## src/rtl/screen_pkg.sv

```systemverilog
// screen_pkg: phase encodings, active video size and RGB packing shared by the VGA path
package screen_pkg;
  typedef enum logic [1:0] {PH_TITLE = 2'd0, PH_PLAY = 2'd1, PH_WIN = 2'd2, PH_LOSE = 2'd3} phase_t;
  localparam int H_ACTIVE = 640;
  localparam int V_ACTIVE = 480;
  typedef struct packed {
    logic [7:0] r;
    logic [7:0] g;
    logic [7:0] b;
  } rgb_t;
endpackage

```

## src/rtl/btn_sync_edge.sv

```systemverilog
// btn_sync_edge: 2-FF synchronizer for an asynchronous button plus a one-cycle rising-edge pulse
module btn_sync_edge (
  input  logic clk,
  input  logic reset,
  input  logic btn,
  output logic pulse
);
  logic [2:0] sr;
  always_ff @(posedge clk or negedge reset)
    if (!reset) sr <= '0;
    else sr <= {sr[1:0], btn};
  assign pulse = sr[1] & ~sr[2];
endmodule

```

## src/rtl/screen_sequencer.sv

```systemverilog
// screen_sequencer: game-phase FSM that muxes renderer RGB onto VGA and gates the game core
module screen_sequencer #(
  parameter int H_ACTIVE = screen_pkg::H_ACTIVE,
  parameter int V_ACTIVE = screen_pkg::V_ACTIVE,
  parameter int HOLD_FRAMES = 120,
  parameter int BLINK_FRAMES = 30
) (
  input  logic        clk,
  input  logic        reset,
  input  logic [9:0]  h_counter,
  input  logic [9:0]  v_counter,
  input  logic        start_btn,
  input  logic        game_won,
  input  logic        game_lost,
  input  logic [23:0] rgb_title,
  input  logic [23:0] rgb_game,
  input  logic [23:0] rgb_win,
  input  logic [23:0] rgb_lose,
  output logic [7:0]  R,
  output logic [7:0]  G,
  output logic [7:0]  B,
  output logic        game_enable,
  output logic        game_rst,
  output logic        title_blink,
  output logic [1:0]  phase
);
  import screen_pkg::*;
  phase_t ph, ph_n;
  rgb_t src, pix;
  logic [7:0] frame_cnt, cnt_n;
  logic start_evt, start_pend, pend_n, won_pend, lost_pend;
  logic cond, cond_q, tick, hold_done, allowed, chg, blink_n, vis;
  btn_sync_edge u_start (.clk(clk), .reset(reset), .btn(start_btn), .pulse(start_evt));
  assign cond = h_counter == '0 && v_counter == 10'(V_ACTIVE);
  assign tick = cond & ~cond_q;
  assign hold_done = frame_cnt >= 8'(HOLD_FRAMES);
  assign vis = h_counter < 10'(H_ACTIVE) && v_counter < 10'(V_ACTIVE);
  assign src = ph == PH_TITLE ? rgb_title : ph == PH_PLAY ? rgb_game : ph == PH_WIN ? rgb_win : rgb_lose;
  // Phase only moves on the frame tick, which falls inside vertical blanking.
  always_comb begin
    ph_n = !tick ? ph :
           ph == PH_TITLE ? (start_pend ? PH_PLAY : PH_TITLE) :
           ph == PH_PLAY ? (won_pend ? PH_WIN : lost_pend ? PH_LOSE : PH_PLAY) :
           (start_pend && hold_done) ? PH_TITLE : ph;
    chg = ph_n != ph;
    cnt_n = chg ? 8'd0 : (tick && frame_cnt != 8'hff) ? frame_cnt + 8'd1 : frame_cnt;
    allowed = ph == PH_TITLE || (ph != PH_PLAY && hold_done);
    pend_n = (chg || !allowed) ? 1'b0 : start_pend | start_evt;
    blink_n = ph_n != PH_TITLE ? 1'b0 :
              (tick && !chg && frame_cnt != 8'hff && (32'(cnt_n) % BLINK_FRAMES) == 0) ? ~title_blink : title_blink;
  end
  always_ff @(posedge clk or negedge reset)
    if (!reset) begin
      ph <= PH_TITLE;
      frame_cnt <= '0;
      start_pend <= 1'b0;
      won_pend <= 1'b0;
      lost_pend <= 1'b0;
      cond_q <= 1'b0;
      title_blink <= 1'b0;
      game_enable <= 1'b0;
      game_rst <= 1'b0;
      pix <= '0;
    end else begin
      ph <= ph_n;
      frame_cnt <= cnt_n;
      start_pend <= pend_n;
      won_pend <= !chg && (won_pend || (ph == PH_PLAY && game_won));
      lost_pend <= !chg && (lost_pend || (ph == PH_PLAY && game_lost));
      cond_q <= cond;
      title_blink <= blink_n;
      game_enable <= ph_n == PH_PLAY;
      game_rst <= chg && ph_n == PH_PLAY;
      pix <= vis ? src : '0;
    end
  assign R = pix.r;
  assign G = pix.g;
  assign B = pix.b;
  assign phase = ph;
endmodule

```

## config.mk

```make
export PLATFORM = sky130hd
export DESIGN_NAME = screen_sequencer
export DESIGN_NICKNAME = d
export VERILOG_FILES = /design/src/rtl/screen_pkg.sv /design/src/rtl/btn_sync_edge.sv /design/src/rtl/screen_sequencer.sv
export SDC_FILE = /design/constraint.sdc
export NUM_CORES = 1
export LEC_CHECK = 0
export BUFFER_PORTS_ARGS = -buffer_cell sky130_fd_sc_hd__buf_2
export CORE_MARGIN = 2
export CORE_UTILIZATION = 52
export DETAILED_ROUTE_END_ITERATION = 16
export GPL_TIMING_DRIVEN = 0
export PLACE_DENSITY_LB_ADDON = 0.15
export SLEW_MARGIN = 40
export SYNTH_ARGS = -nofsm -noshare
export SYNTH_HDL_FRONTEND = slang
export SYNTH_SLANG_ARGS = --single-unit
```

## constraint.sdc

```tcl
create_clock -name clk -period 15.9 [get_ports clk]
set_clock_uncertainty 0.2 [all_clocks]
set_input_delay 1.59 -clock clk [delete_from_list [all_inputs] [get_ports clk]]
set_output_delay 1.59 -clock clk [all_outputs]
set_load 0.01 [all_outputs]
```

=== Word-level counts from Yosys, hierarchy flattened ===
Cells that the tools add are included.

* Register bits: 44
* Latch bits: 0
* Memories: 0
* Logic and storage cells: 71
* Bits in read-only memories: 0
* Output and inout bits: 29
* Bits of input ports: 121
* Bits in writable memories: 0

* Equal/unequal tests: 7
* Bitwise operators: 6
* Add/subtract/negate cells: 1
* $lt $le $gt $ge: 3
* Div/mod/pow operators: 1
* $mul: 0
* Shift operators: 0
* Multiplexer cells: 16
* Reduce and logical (&&, ||, !) cells: 24

{| class="wikitable"
|+ Operators by type and width
! kind !! count
|-
| two-way mux 24 bit || 4
|-
| logical NOT 32 bit || 1
|-
| modulo 8 x 5 -> 32 bit (second input constant) || 1
|-
| two-way mux 8 bit || 2
|-
| logical AND 1 bit || 13
|-
| two-way mux 2 bit || 6
|-
| == test 10 x 9 -> 1 bit (second input constant) || 1
|-
| logical NOT 10 bit || 1
|-
| < comparator 10 bit (second input constant) || 1
|-
| < comparator 10 x 9 -> 1 bit (second input constant) || 1
|-
| adder 8 x 1 -> 8 bit (second input constant) || 1
|-
| >= comparator 8 x 7 -> 1 bit (second input constant) || 1
|-
| inequality test 8 bit (second input constant) || 1
|-
| == test 2 x 1 -> 1 bit (second input constant) || 2
|-
| logical OR 1 bit || 4
|-
| two-way mux 1 bit || 4
|-
| nonzero test 2 bit || 2
|-
| inverter 1 bit || 3
|-
| bitwise AND 1 bit || 2
|-
| == test 2 bit (second input constant) || 1
|-
| logical NOT 1 bit || 2
|-
| logical NOT 2 bit || 1
|-
| inequality test 2 x 1 -> 1 bit (second input constant) || 1
|-
| inequality test 2 bit || 1
|-
| OR 1 bit || 1
|}

=== Logic depth before layout (Yosys ltp) ===
* Depth in word-level cells: 13
* Depth in mapped cells: 27

=== Hierarchy ===
A second synthesis with hierarchy kept.

* Cell total of the unflattened synthesis: 303
* Area total of the unflattened synthesis: 3158.0 um^2

{| class="wikitable"
|+ Modules (own cells, without submodules)
! module !! area an instance (um^2) !! cells an instance !! instances
|-
| screen_sequencer || 3069.2 || 299 || 1
|-
| btn_sync_edge || 88.8 || 4 || 1
|}

=== Least setup slack after synthesis ===
OpenSTA, ideal clock, no wires.

* Path kind: input to register
* From: in h_counter[9]
* To: reg title_blink
* Setup time: 80 ps
* Cell stages on the path: 25
* Slack: 8866 ps
* Arrival time: 6754 ps
* Path buffers: 3
* Cells stage by stage: or4_1 > or2_1 > buf_6 > or3_1 > buf_6 > o22ai_4 > inv_4 > buf_6 > ha_1 > nor2b_1 > a31oi_1 > o22ai_1 > ha_1 > nand2_1 > a211oi_1 > a31o_4 > nor2_2 > xnor2_1 > ha_1 > or3_1 > a41oi_1 > o2111a_1 > o2111ai_1 > xor2_1 > nor3_2

* Longest elaborated chain between the ends: 10
* Elaborated cells on any way between the ends: 17
* Classes of those cells: div: 1; eq/ne: 1; mux: 4; bitwise: 1; reduce/logical: 10

{| class="wikitable"
|+ RTL lines
! what !! line !! source
|-
| from (decl) || screen_sequencer.sv:10 || <nowiki>input logic [9:0] h_counter,</nowiki>
|-
| logical NOT 10 bit * || screen_sequencer.sv:34 || <nowiki>assign cond = h_counter == '0 && v_counter == 10'(V_ACTIVE);</nowiki>
|-
| logical AND 1 bit * || screen_sequencer.sv:34 ||
|-
| bitwise AND 1 bit * || screen_sequencer.sv:35 || <nowiki>assign tick = cond & ~cond_q;</nowiki>
|-
| two-way mux 2 bit / logical AND 1 bit (equally long branches) || screen_sequencer.sv:41, screen_sequencer.sv:46 ||
|-
| inequality test 2 bit / two-way mux 8 bit (equally long branches) || screen_sequencer.sv:45, screen_sequencer.sv:46 ||
|-
| two-way mux 8 bit * || screen_sequencer.sv:46 || <nowiki>cnt_n = chg ? 8'd0 : (tick && frame_cnt != 8'hff) ? frame_cnt + 8'd1 : frame_cnt;</nowiki>
|-
| named net cnt_n[7] || screen_sequencer.sv:30 || <nowiki>logic [7:0] frame_cnt, cnt_n;</nowiki>
|-
| modulo 8 x 5 -> 32 bit * || screen_sequencer.sv:50 || <nowiki>(tick && !chg && frame_cnt != 8'hff && (32'(cnt_n) % BLINK_FRAMES) == 0) ? ~title_blink : title_blink;</nowiki>
|-
| logical NOT 32 bit * || screen_sequencer.sv:50 ||
|-
| logical AND 1 bit * || screen_sequencer.sv:50 ||
|-
| nonzero test 2 bit (no line) * || n/a ||
|-
| to (signal assigned) || screen_sequencer.sv:71 || <nowiki>title_blink <= blink_n;</nowiki>
|-
| to (decl) || screen_sequencer.sv:24 || <nowiki>output logic title_blink,</nowiki>
|}

The timed path passes the listed nets; every way through them passes the cells marked *.
A chain may end at the register's enable or synchronous reset.

=== Final worst setup path ===
* From: in h_counter[9]
* To: reg title_blink

* Longest elaborated chain between the ends: 10
* Elaborated cells on any way between the ends: 17
* Classes of those cells: div: 1; eq/ne: 1; mux: 4; bitwise: 1; reduce/logical: 10

{| class="wikitable"
|+ RTL lines
! what !! line
|-
| logical NOT 10 bit * || screen_sequencer.sv:34
|-
| logical AND 1 bit * || screen_sequencer.sv:34
|-
| bitwise AND 1 bit * || screen_sequencer.sv:35
|-
| two-way mux 2 bit / logical AND 1 bit (equally long branches) || screen_sequencer.sv:41, screen_sequencer.sv:46
|-
| inequality test 2 bit / two-way mux 8 bit (equally long branches) || screen_sequencer.sv:45, screen_sequencer.sv:46
|-
| two-way mux 8 bit / logical NOT 1 bit (equally long branches) || screen_sequencer.sv:46, screen_sequencer.sv:50
|-
| modulo 8 x 5 -> 32 bit / logical AND 1 bit (equally long branches) || screen_sequencer.sv:50
|-
| logical NOT 32 bit / logical AND 1 bit (equally long branches) || screen_sequencer.sv:50
|-
| logical AND 1 bit || screen_sequencer.sv:50
|-
| nonzero test 2 bit (no line) || n/a
|}

Mark *: on every way between the ends. The rest lies on a longest branch, timed or not.

==> impl_metrics.yaml <==
clock_tree:
  cts-root-buf: "clkbuf_8"
  cts.sinks: 44
  clk_pin_slew_ns: 0.08
  insertion_delay_ns: 0.29
  cts.repair.resized: 0
  post_cts_buffers: 0
  cts_tree: "done"
  cts_buffers: 5
  cts_max_level: 2
  cts_buffer_depth: 2
  hold_buffers: 0
global_route:
  grt_pass1_vias: 3249
  grt_max_degree: 45
  globalRouteOverflowTotal: 0
  grtUsageTotal: 0.281
  grt_pass1_wl_mm: 15.9
  antenna_found_initial: 0
floorplanning:
  top_level_ports: 150
  dieArea_um2: 7000
  rows: 29
  start_util: 0.529
  coreArea_um2: 6240
  fp.dieW_um: 83.7
  die_y_um: 83.7
sta:
  worstMarginPinSlew_ns: 0.671
  rsz0062_at_grt: "false"
  drv_slew: 0
  worst_slack_ns: 8.10
  setup_viol: 0
  hold_viol_final: 0
  post-route-period-util: 0.491
  clock.fmax_mhz: 128
  finalSetupTns_ns: 0
  max_slew_margin: 0.553
  final.min_clock_period_ns: 7.80
placed_design:
  portBuffers: 149
  dp_slack_ns: 7.89
  dp_hpwl_mm: 7.56
  routabilityCongestion: 0.888
power_and_ir_drop:
  p_leak_nw: 1.94
  switching_share: 0.217
  vdd_ir_drop_max_uv: 48.1
  power.total_uw: 229
  clockPowerShare: 0.354
  p_sw_uw: 49.7
  intPower_uw: 179
  pwr-share-seq: 0.506
  power.share.combinational: 0.139
  powerDensity_nw_per_um2: 53.9
job:
  max-cap-violations: 0
drt:
  ant_nets: 0
  wirelength_mm: 9.39
  avgViaCountPerCell: 5.93
  vias: 3240
  drc: 0
  avgRoutedWirePerCell_um: 17.2
  initialDrtViolationCount: 210
  firstDrtPassIters: 4
setup_path:
  r2r-start: "phase[1]$_DFF_PN0_"
  crit_path_start_kind: "primary input"
  cp_max_fo: 8
  worstPathArrival_ns: 7.82
  end_kind: "flop"
  worstSetupPathType: "primary input to flop"
  worst_ep_required_time_ns: 15.91
  reg2reg_depth: 23
  r2r_slack_ns: 9.29
  r2r-end: "title_blink$_DFFE_PN0P_"
final_layout:
  drive_above_1_share: 0.443
  num_antenna_cells: 0
  final_nets: 596
  area_growth_pct: 28.7
yosys:
  synthTopCellsByArea: "dfrtp_1 (33%), mux4_2 (16%), nor2b_1 (4.9%)"
  yosysWarnings: 0
  synth_area_um2: 3300
  synth.avg_cell_area_um2: 10.5
  yosysUniqueCellTypes: 70
  synth_top_cells_by_count: "dfrtp_1 (44), nor2b_1 (26), mux4_2 (24)"
  synthCells: 314
  synth.most_common_cell: "dfrtp_1"
  synth-edff-count: 0
  ys_ff_latch: 44
  yosys.area.top_type: "dfrtp_1"
  syn_nets: 440
  ys_seq_area_frac: 0.334
  async_flop_share: 1.00
  yosysTopAreaCellShare: 0.334
  synth_ff_type: "dfrtp_1"
hold_path:
  hold_class: "flop to flop"
  holdPathEnd: "u_start.sr[1]$_DFF_PN0_"
  holdPathStages: 0
  hp-start: "u_start.sr[0]$_DFF_PN0_"
run_status:
  status: "complete, no violations"
==> layout make-up <==
cell class / instances / area, um^2
multi-input cells: 245 / 2080
fillers: 523 / 1990
flip-flops and latches: 44 / 1100
repair buffers: 149 / 748
well taps: 77 / 96.3
plain buffers: 14 / 77.6
clock buffers: 5 / 68.8
inverters: 11 / 43.8
clock inverters: 1 / 30.0
==> kinds of logic after synthesis <==
group | after synthesis | share of synthesized area
adder cells (fa/ha/maj) | 5 | 0.0190
XOR/XNOR | 6 | 0.0182
AO/OA/AOI/OAI | 75 | 0.175
buffers and inverters | 25 | 0.0364
flip-flops | 44 | 0.334
multiplexers | 28 | 0.178
AND/OR/NAND/NOR | 131 | 0.239
==> through the flow <==
step | area [um^2] | hold WS, ns | utilization | instances
2_1_floorplan | 3300 | 0.131 | - | 314
3_3_place_gp | 4140 | 0.135 | 0.664 | 540
3_5_place_dp | 4140 | 0.146 | 0.664 | 540
4_1_cts | 4240 | 0.163 | 0.680 | 546
5_1_grt | 4250 | 0.168 | 0.681 | 546
6_report | 4250 | 0.163 | 0.681 | 546
==> power groups by stage <==
| stage | registers, mW | clock network, mW | logic [mW] |
|---|---|---|---|
| after CTS | 0.116 | 0.0836 | 0.0323 |
| final | 0.116 | 0.0812 | 0.0319 |
| after floorplan | 0.120 | 0 | 0.00909 |
| after global routing | 0.116 | 0.0875 | 0.0350 |
| after detailed placement | 0.118 | 0 | 0.0322 |
| after global placement | 0.118 | 0 | 0.0313 |
==> layout by cell type, fill, tap and decap left out, types with 5 or more instances in the layout <==
master,n
a31oi_1,11
a21oi_1,14
clkbuf_1,8
o21ai_0,10
mux4_2,24
nand3_1,7
nor3_1,8
inv_1,9
dfrtp_1,44
buf_2,149
and4_1,9
nor2b_1,26
nor4_1,7
clkbuf_8,5
ha_1,5
nand2_1,17
nor2_1,21
==> flip-flops by register name, indices dropped and copies added, names as in the netlist <==
signal	flops
frame_cnt	8
game_enable	1
game_rst	1
start_pend	1
B	8
phase	2
u_start.sr	3
G	8
won_pend	1
R	8
title_blink	1
lost_pend	1
cond_q	1
==> routing by layer <==
metal	wire length, um	global-route usage	vias to the layer above	share of wire
li1	-	-	1539	-
met1	3980	0.378	1548	0.42
met2	4590	0.462	130	0.49
met3	596	0.0603	23	0.063
met4	219	0.0836	0	0.023
met5	0	0	-	0
==> critical path, stage by stage <==
cell and delay (ns):
buf_2 0.10, or4_1 0.54, or2_1 0.26, buf_6 0.14, nor3_2 0.49, o21ai_1 0.32
a21oi_2 0.45, ha_1 0.31, nor2b_1 0.29, a31oi_1 0.13, o22ai_1 0.53, ha_1 0.33
nand2_1 0.08, a211oi_1 0.30, a31o_4 0.26, nor2_2 0.09, xnor2_1 0.13, ha_1 0.29
or3_1 0.37, a41oi_1 0.16, o2111a_1 0.20, o2111ai_1 0.13, xor2_1 0.18, nor3_2 0.12
==> worst max-delay path by stage <==
stage                             from                      end  slack [ns]  depth (start not counted)
final                     h_counter[9]  title_blink$_DFFE_PN0P_        8.10                         24
after global routing      h_counter[9]  title_blink$_DFFE_PN0P_        7.56                         24
after CTS                 h_counter[9]  title_blink$_DFFE_PN0P_        8.17                         24
after detailed placement  h_counter[9]  title_blink$_DFFE_PN0P_        7.89                         24
after global placement    h_counter[9]  title_blink$_DFFE_PN0P_        8.03                         24
after floorplan           h_counter[9]  title_blink$_DFFE_PN0P_        8.87                         25
No activity file was read; power rests on OpenSTA's default activity.
